===== src/rtl/two_to_one_merge_16bit.sv =====
// Registered 2:1 round-robin stream merger with source tagging and per-lane status counters.
// Optional build macro ZERO_SKIP_EN: accepted all-zero words are consumed but not forwarded.
module two_to_one_merge_16bit #(
   parameter int BITS     = 16,
   parameter int CNT_BITS = 16
) (
   input  logic                clk,
   input  logic                reset,
   input  logic [BITS-1:0]     in1_data,
   input  logic                in1_valid,
   output logic                in1_ready,
   input  logic [BITS-1:0]     in2_data,
   input  logic                in2_valid,
   output logic                in2_ready,
   output logic [BITS-1:0]     out_data,
   output logic                out_sel,
   output logic                out_valid,
   input  logic                out_ready,
   output logic [CNT_BITS-1:0] cnt1,
   output logic [CNT_BITS-1:0] cnt2,
   output logic [CNT_BITS-1:0] skip_cnt
);

   typedef enum logic {EMPTY = 1'b0, FULL = 1'b1} state_t;

   state_t              state_reg;
   logic [BITS-1:0]     out_data_reg;
   logic                out_sel_reg;
   logic                last_grant_reg;   // 0: lane 1 won last, 1: lane 2 won last
   logic [CNT_BITS-1:0] cnt1_reg;
   logic [CNT_BITS-1:0] cnt2_reg;

   logic            load_ok;
   logic            grant1;
   logic            grant2;
   logic            acc1;
   logic            acc2;
   logic            accept;
   logic [BITS-1:0] acc_data;
   logic            skip;
   logic            load_word;

   function automatic logic [CNT_BITS-1:0] sat_inc(input logic [CNT_BITS-1:0] v);
      return (&v) ? v : v + 1'b1;
   endfunction

   assign out_valid = (state_reg == FULL);
   assign out_data  = out_data_reg;
   assign out_sel   = out_sel_reg;
   assign cnt1      = cnt1_reg;
   assign cnt2      = cnt2_reg;

   // Under contention the lane that did not win last time gets the slot.
   always_comb begin
      load_ok   = !out_valid || out_ready;
      grant1    = in1_valid && (!in2_valid || last_grant_reg);
      grant2    = in2_valid && (!in1_valid || !last_grant_reg);
      in1_ready = load_ok && grant1;
      in2_ready = load_ok && grant2;
      acc1      = in1_valid && in1_ready;
      acc2      = in2_valid && in2_ready;
      accept    = acc1 || acc2;
      acc_data  = acc2 ? in2_data : in1_data;
   end

`ifdef ZERO_SKIP_EN
   logic [CNT_BITS-1:0] skip_cnt_reg;

   assign skip     = accept && (acc_data == '0);
   assign skip_cnt = skip_cnt_reg;

   always_ff @(posedge clk or posedge reset) begin
      if (reset) begin
         skip_cnt_reg <= '0;
      end else if (skip) begin
         skip_cnt_reg <= sat_inc(skip_cnt_reg);
      end
   end
`else
   assign skip     = 1'b0;
   assign skip_cnt = '0;
`endif

   assign load_word = accept && !skip;

   always_ff @(posedge clk or posedge reset) begin
      if (reset) begin
         state_reg      <= EMPTY;
         out_data_reg   <= '0;
         out_sel_reg    <= 1'b0;
         last_grant_reg <= 1'b1;
         cnt1_reg       <= '0;
         cnt2_reg       <= '0;
      end else begin
         if (accept) begin
            last_grant_reg <= acc2;
         end
         // A skipped word leaves the stage as if nothing arrived, so drain still applies.
         case (state_reg)
            EMPTY: begin
               if (load_word) begin
                  state_reg    <= FULL;
                  out_data_reg <= acc_data;
                  out_sel_reg  <= acc2;
               end
            end
            FULL: begin
               if (load_word) begin
                  out_data_reg <= acc_data;
                  out_sel_reg  <= acc2;
               end else if (out_ready) begin
                  state_reg <= EMPTY;
               end
            end
            default: state_reg <= EMPTY;
         endcase
         if (acc1 && !skip) begin
            cnt1_reg <= sat_inc(cnt1_reg);
         end
         if (acc2 && !skip) begin
            cnt2_reg <= sat_inc(cnt2_reg);
         end
      end
   end

endmodule


===== config.mk =====
export PLATFORM = sky130hd
export DESIGN_NAME = two_to_one_merge_16bit
export DESIGN_NICKNAME = d
export VERILOG_FILES = /design/src/rtl/two_to_one_merge_16bit.sv
export SDC_FILE = /design/constraint.sdc
export NUM_CORES = 1
export LEC_CHECK = 0
export BUFFER_PORTS_ARGS = -buffer_cell sky130_fd_sc_hd__buf_2
export CAP_MARGIN = 25
export CELL_PAD_IN_SITES_DETAIL_PLACEMENT = 1
export CELL_PAD_IN_SITES_GLOBAL_PLACEMENT = 1
export CORE_ASPECT_RATIO = 0.75
export CORE_MARGIN = 4
export CORE_UTILIZATION = 35
export DETAILED_ROUTE_END_ITERATION = 10
export PLACE_DENSITY = 0.76
export SKIP_CTS_REPAIR_TIMING = 1
export SYNTH_ARGS = -nofsm -noshare
export SYNTH_HDL_FRONTEND = slang
export SYNTH_SLANG_ARGS = --single-unit

===== constraint.sdc =====
create_clock -name clk -period 1.7 [get_ports clk]
set_input_delay 0.255 -clock clk [delete_from_list [all_inputs] [get_ports clk]]
set_output_delay 0.255 -clock clk [all_outputs]
set_load 0.01 [all_outputs]

==> flow_summary.toml <==
[run_status]
status = "complete, but fails checks"
failed_checks = "negative hold slack"

[clock_network]
max-clock-path-buffers = 2
numCtsBuffers = 5
clockRootBuffer = "clkbuf_8"
clk_latency_ns = 0.30
h-tree-depth = 2
clkSlewWorstSetupHoldPaths_ns = 0.09
clock_sinks = 51
cts_tree = "done"

[floorplanning]
die_w_um = 106
die-area_mm2 = 0.00869
initial_core_util_pct = 36.6
rows = 26
io_pins = 105
core-area_mm2 = 0.00693
die_h_um = 81.7

[setup_path]
crit_path_end_kind = "primary output"
required_ns = 1.44
crit_fanout = 17
reg2reg_slack_ns = 0.09
reg2reg_to = "cnt1[1]"
r2r-start = "cnt1[1]"
cp.arrival_ns = 1.37
crit_type = "register to primary output"
start_kind = "register"
reg2regPathDepth = 5

[logic_synthesis]
synthXorXnorAreaFrac_pct = 8.29
syn-cell-area_mm2 = 0.00254
synth_top_flop_cell = "dfrtp_1"
synthAdderAreaFrac_pct = 0.987
ys_types = 38
yosysTopAreaCell = "dfrtp_1"
synth_edf_count = 0
avgSynthCellArea_um2 = 10.0
muxShareOfSynthArea_pct = 2.81
yosys.area_share.simple_pct = 23.6
synthTopCellsByArea = "dfrtp_1, nand2_1, xnor2_1"
synth_top_area_share_pct = 49.3
synth.most_common_cell = "dfrtp_1"
synthesis.instances = 253
synth_compound_area_share_pct = 7.35
synthArstFlopShare_pct = 100
ys_warn_count = 0
synth_seq_area_share_pct = 50.4
synth_top_family_by_area = "simple AND/OR/NAND/NOR gates"
synth_commonest_cells = "dfrtp_1, nand2_1, nor2_1"
ys_ff_latch = 51

[timing]
min_period_ns = 1.62
hold_violations = 18
fin_crit_sh_pct = 95.5
skew_ns = 0.0101
grt_setup_unrepaired = "yes"
slew_viol_final = 0
setup_tns_ns = 0
finalSetupViolations = 0
fmax_mhz = 616
hold_ws_ns = -0.0105

[placement]
gp_congestion = 0.726
port-buffer-count = 88
dp_hpwl_um = 4880
post_dp_cell_area_mm2 = 0.00313

[detailed_routing]
wl_per_cell_um = 14.2
postRouteAntennaNets = 0
drt-total-wl_um = 6440
drt_iter0_drc = 56
first_pass_iters = 4
drc = 0
viasPerCell = 4.63
dr_total_vias = 2105

[global_route]
antenna_found_initial = 0
grt_pass1_wl_um = 10900
grt_remaining_overflow = 0
grt_pass1_vias = 2249
grt_max_degree = 52
track_usage_pct = 15.3

[power_and_ir_drop]
leakagePower_uw = 0.00165
peakVddDrop_mv = 0.387
power_density_mw_per_mm2 = 1020

[final_layout]
multiInputGateArea_mm2 = 0.00118
nets = 395
syn2layout_area_growth_pct = 29.3
drive_gt1_share_pct = 37.3
finalInstanceArea_mm2 = 0.00328
diodes = 0
seq_area_mm2 = 0.00128
n_fill_cell = 841

[flow_run]
drv_cap = 0

[hold_path]
min_path_type = "primary input to asynchronous set/reset pin"
## critical path, cell delays in order (launching register included)
cell and delay (ns):
dfstp_2 0.57, nand2_2 0.06, nand3_4 0.09, inv_2 0.06, buf_8 0.15, buf_2 0.14
## routing by layer
layer  part of all wire [%]  global-route usage [%]  vias up  wire (um)
li1                       -                       -     1040          -
met1                     46                    20.4     1005       2970
met2                     46                    25.8       58       3000
met5                      0                       0        -          0
met4                   0.50                    2.33        0         32
met3                    6.9                    4.08        2        442
## stage by stage
step                util (%)  power (uW)  setup slack [ns]  hold WS [ns]  std cells
finish                  47.3        3350            0.0757       -0.0105        455
global route            47.3        3590          -0.00519        0.0195        455
CTS                     46.4        3370            -0.205       0.00134        452
detailed placement      45.1        2630            0.0147         0.330        444
global placement        45.1        2580            0.0900         0.326        444
floorplan                  -        2160             0.124         0.325        268
## layout by cell type (no fill, tap or decap), drive strengths merged, types with 2 or more instances in the layout
cell and instances:
a21oi 4, a31oi 17, and3 4, buf 103
clkbuf 7, conb 16, dfrtp 50, ha 2
inv 5, mux2 6, nand2 49, nand2b 4
nand3 14, nand4 15, nor2 23, nor3 6
o21a 2, xnor2 19, xor2 5
## where the power goes
group	total, uW	internal, uW	switching (uW)
combinational	1020	475	544
clock	717	330	388
sequential	1610	1430	182
## area by class of cell
cell class              count  area share, %
flip-flops and latches     51           39.0
multi-input cells         190           36.1
repair buffers            103           17.9
clock buffers               7           2.63
inverters                   5          0.572
well taps                  98           3.74
clock inverters             1          0.153
## worst max-delay path by stage
stage	from	to	slack, ns	cells after the start
global placement	last_grant_reg	cnt1[12]	0.09	5
floorplan	cnt1[0]	cnt1[1]	0.12	5
global route	last_grant_reg	cnt1[13]	-0.005	5
finish	last_grant_reg	in2_ready	0.08	5
detailed placement	cnt1[1]	cnt1[10]	0.01	5
CTS	out_valid	in2_ready	-0.20	5
## cells by family (layout without fill, tap and decap cells)
kind of cell	Yosys count	after routing
flops	51	51
xor+xnor	24	24
other cells	1	16
buf+inv	27	116
fa+ha+maj	2	2
compound gates	25	25
simple gates	117	117
mux	6	6
No activity file was read; power rests on OpenSTA's default activity.
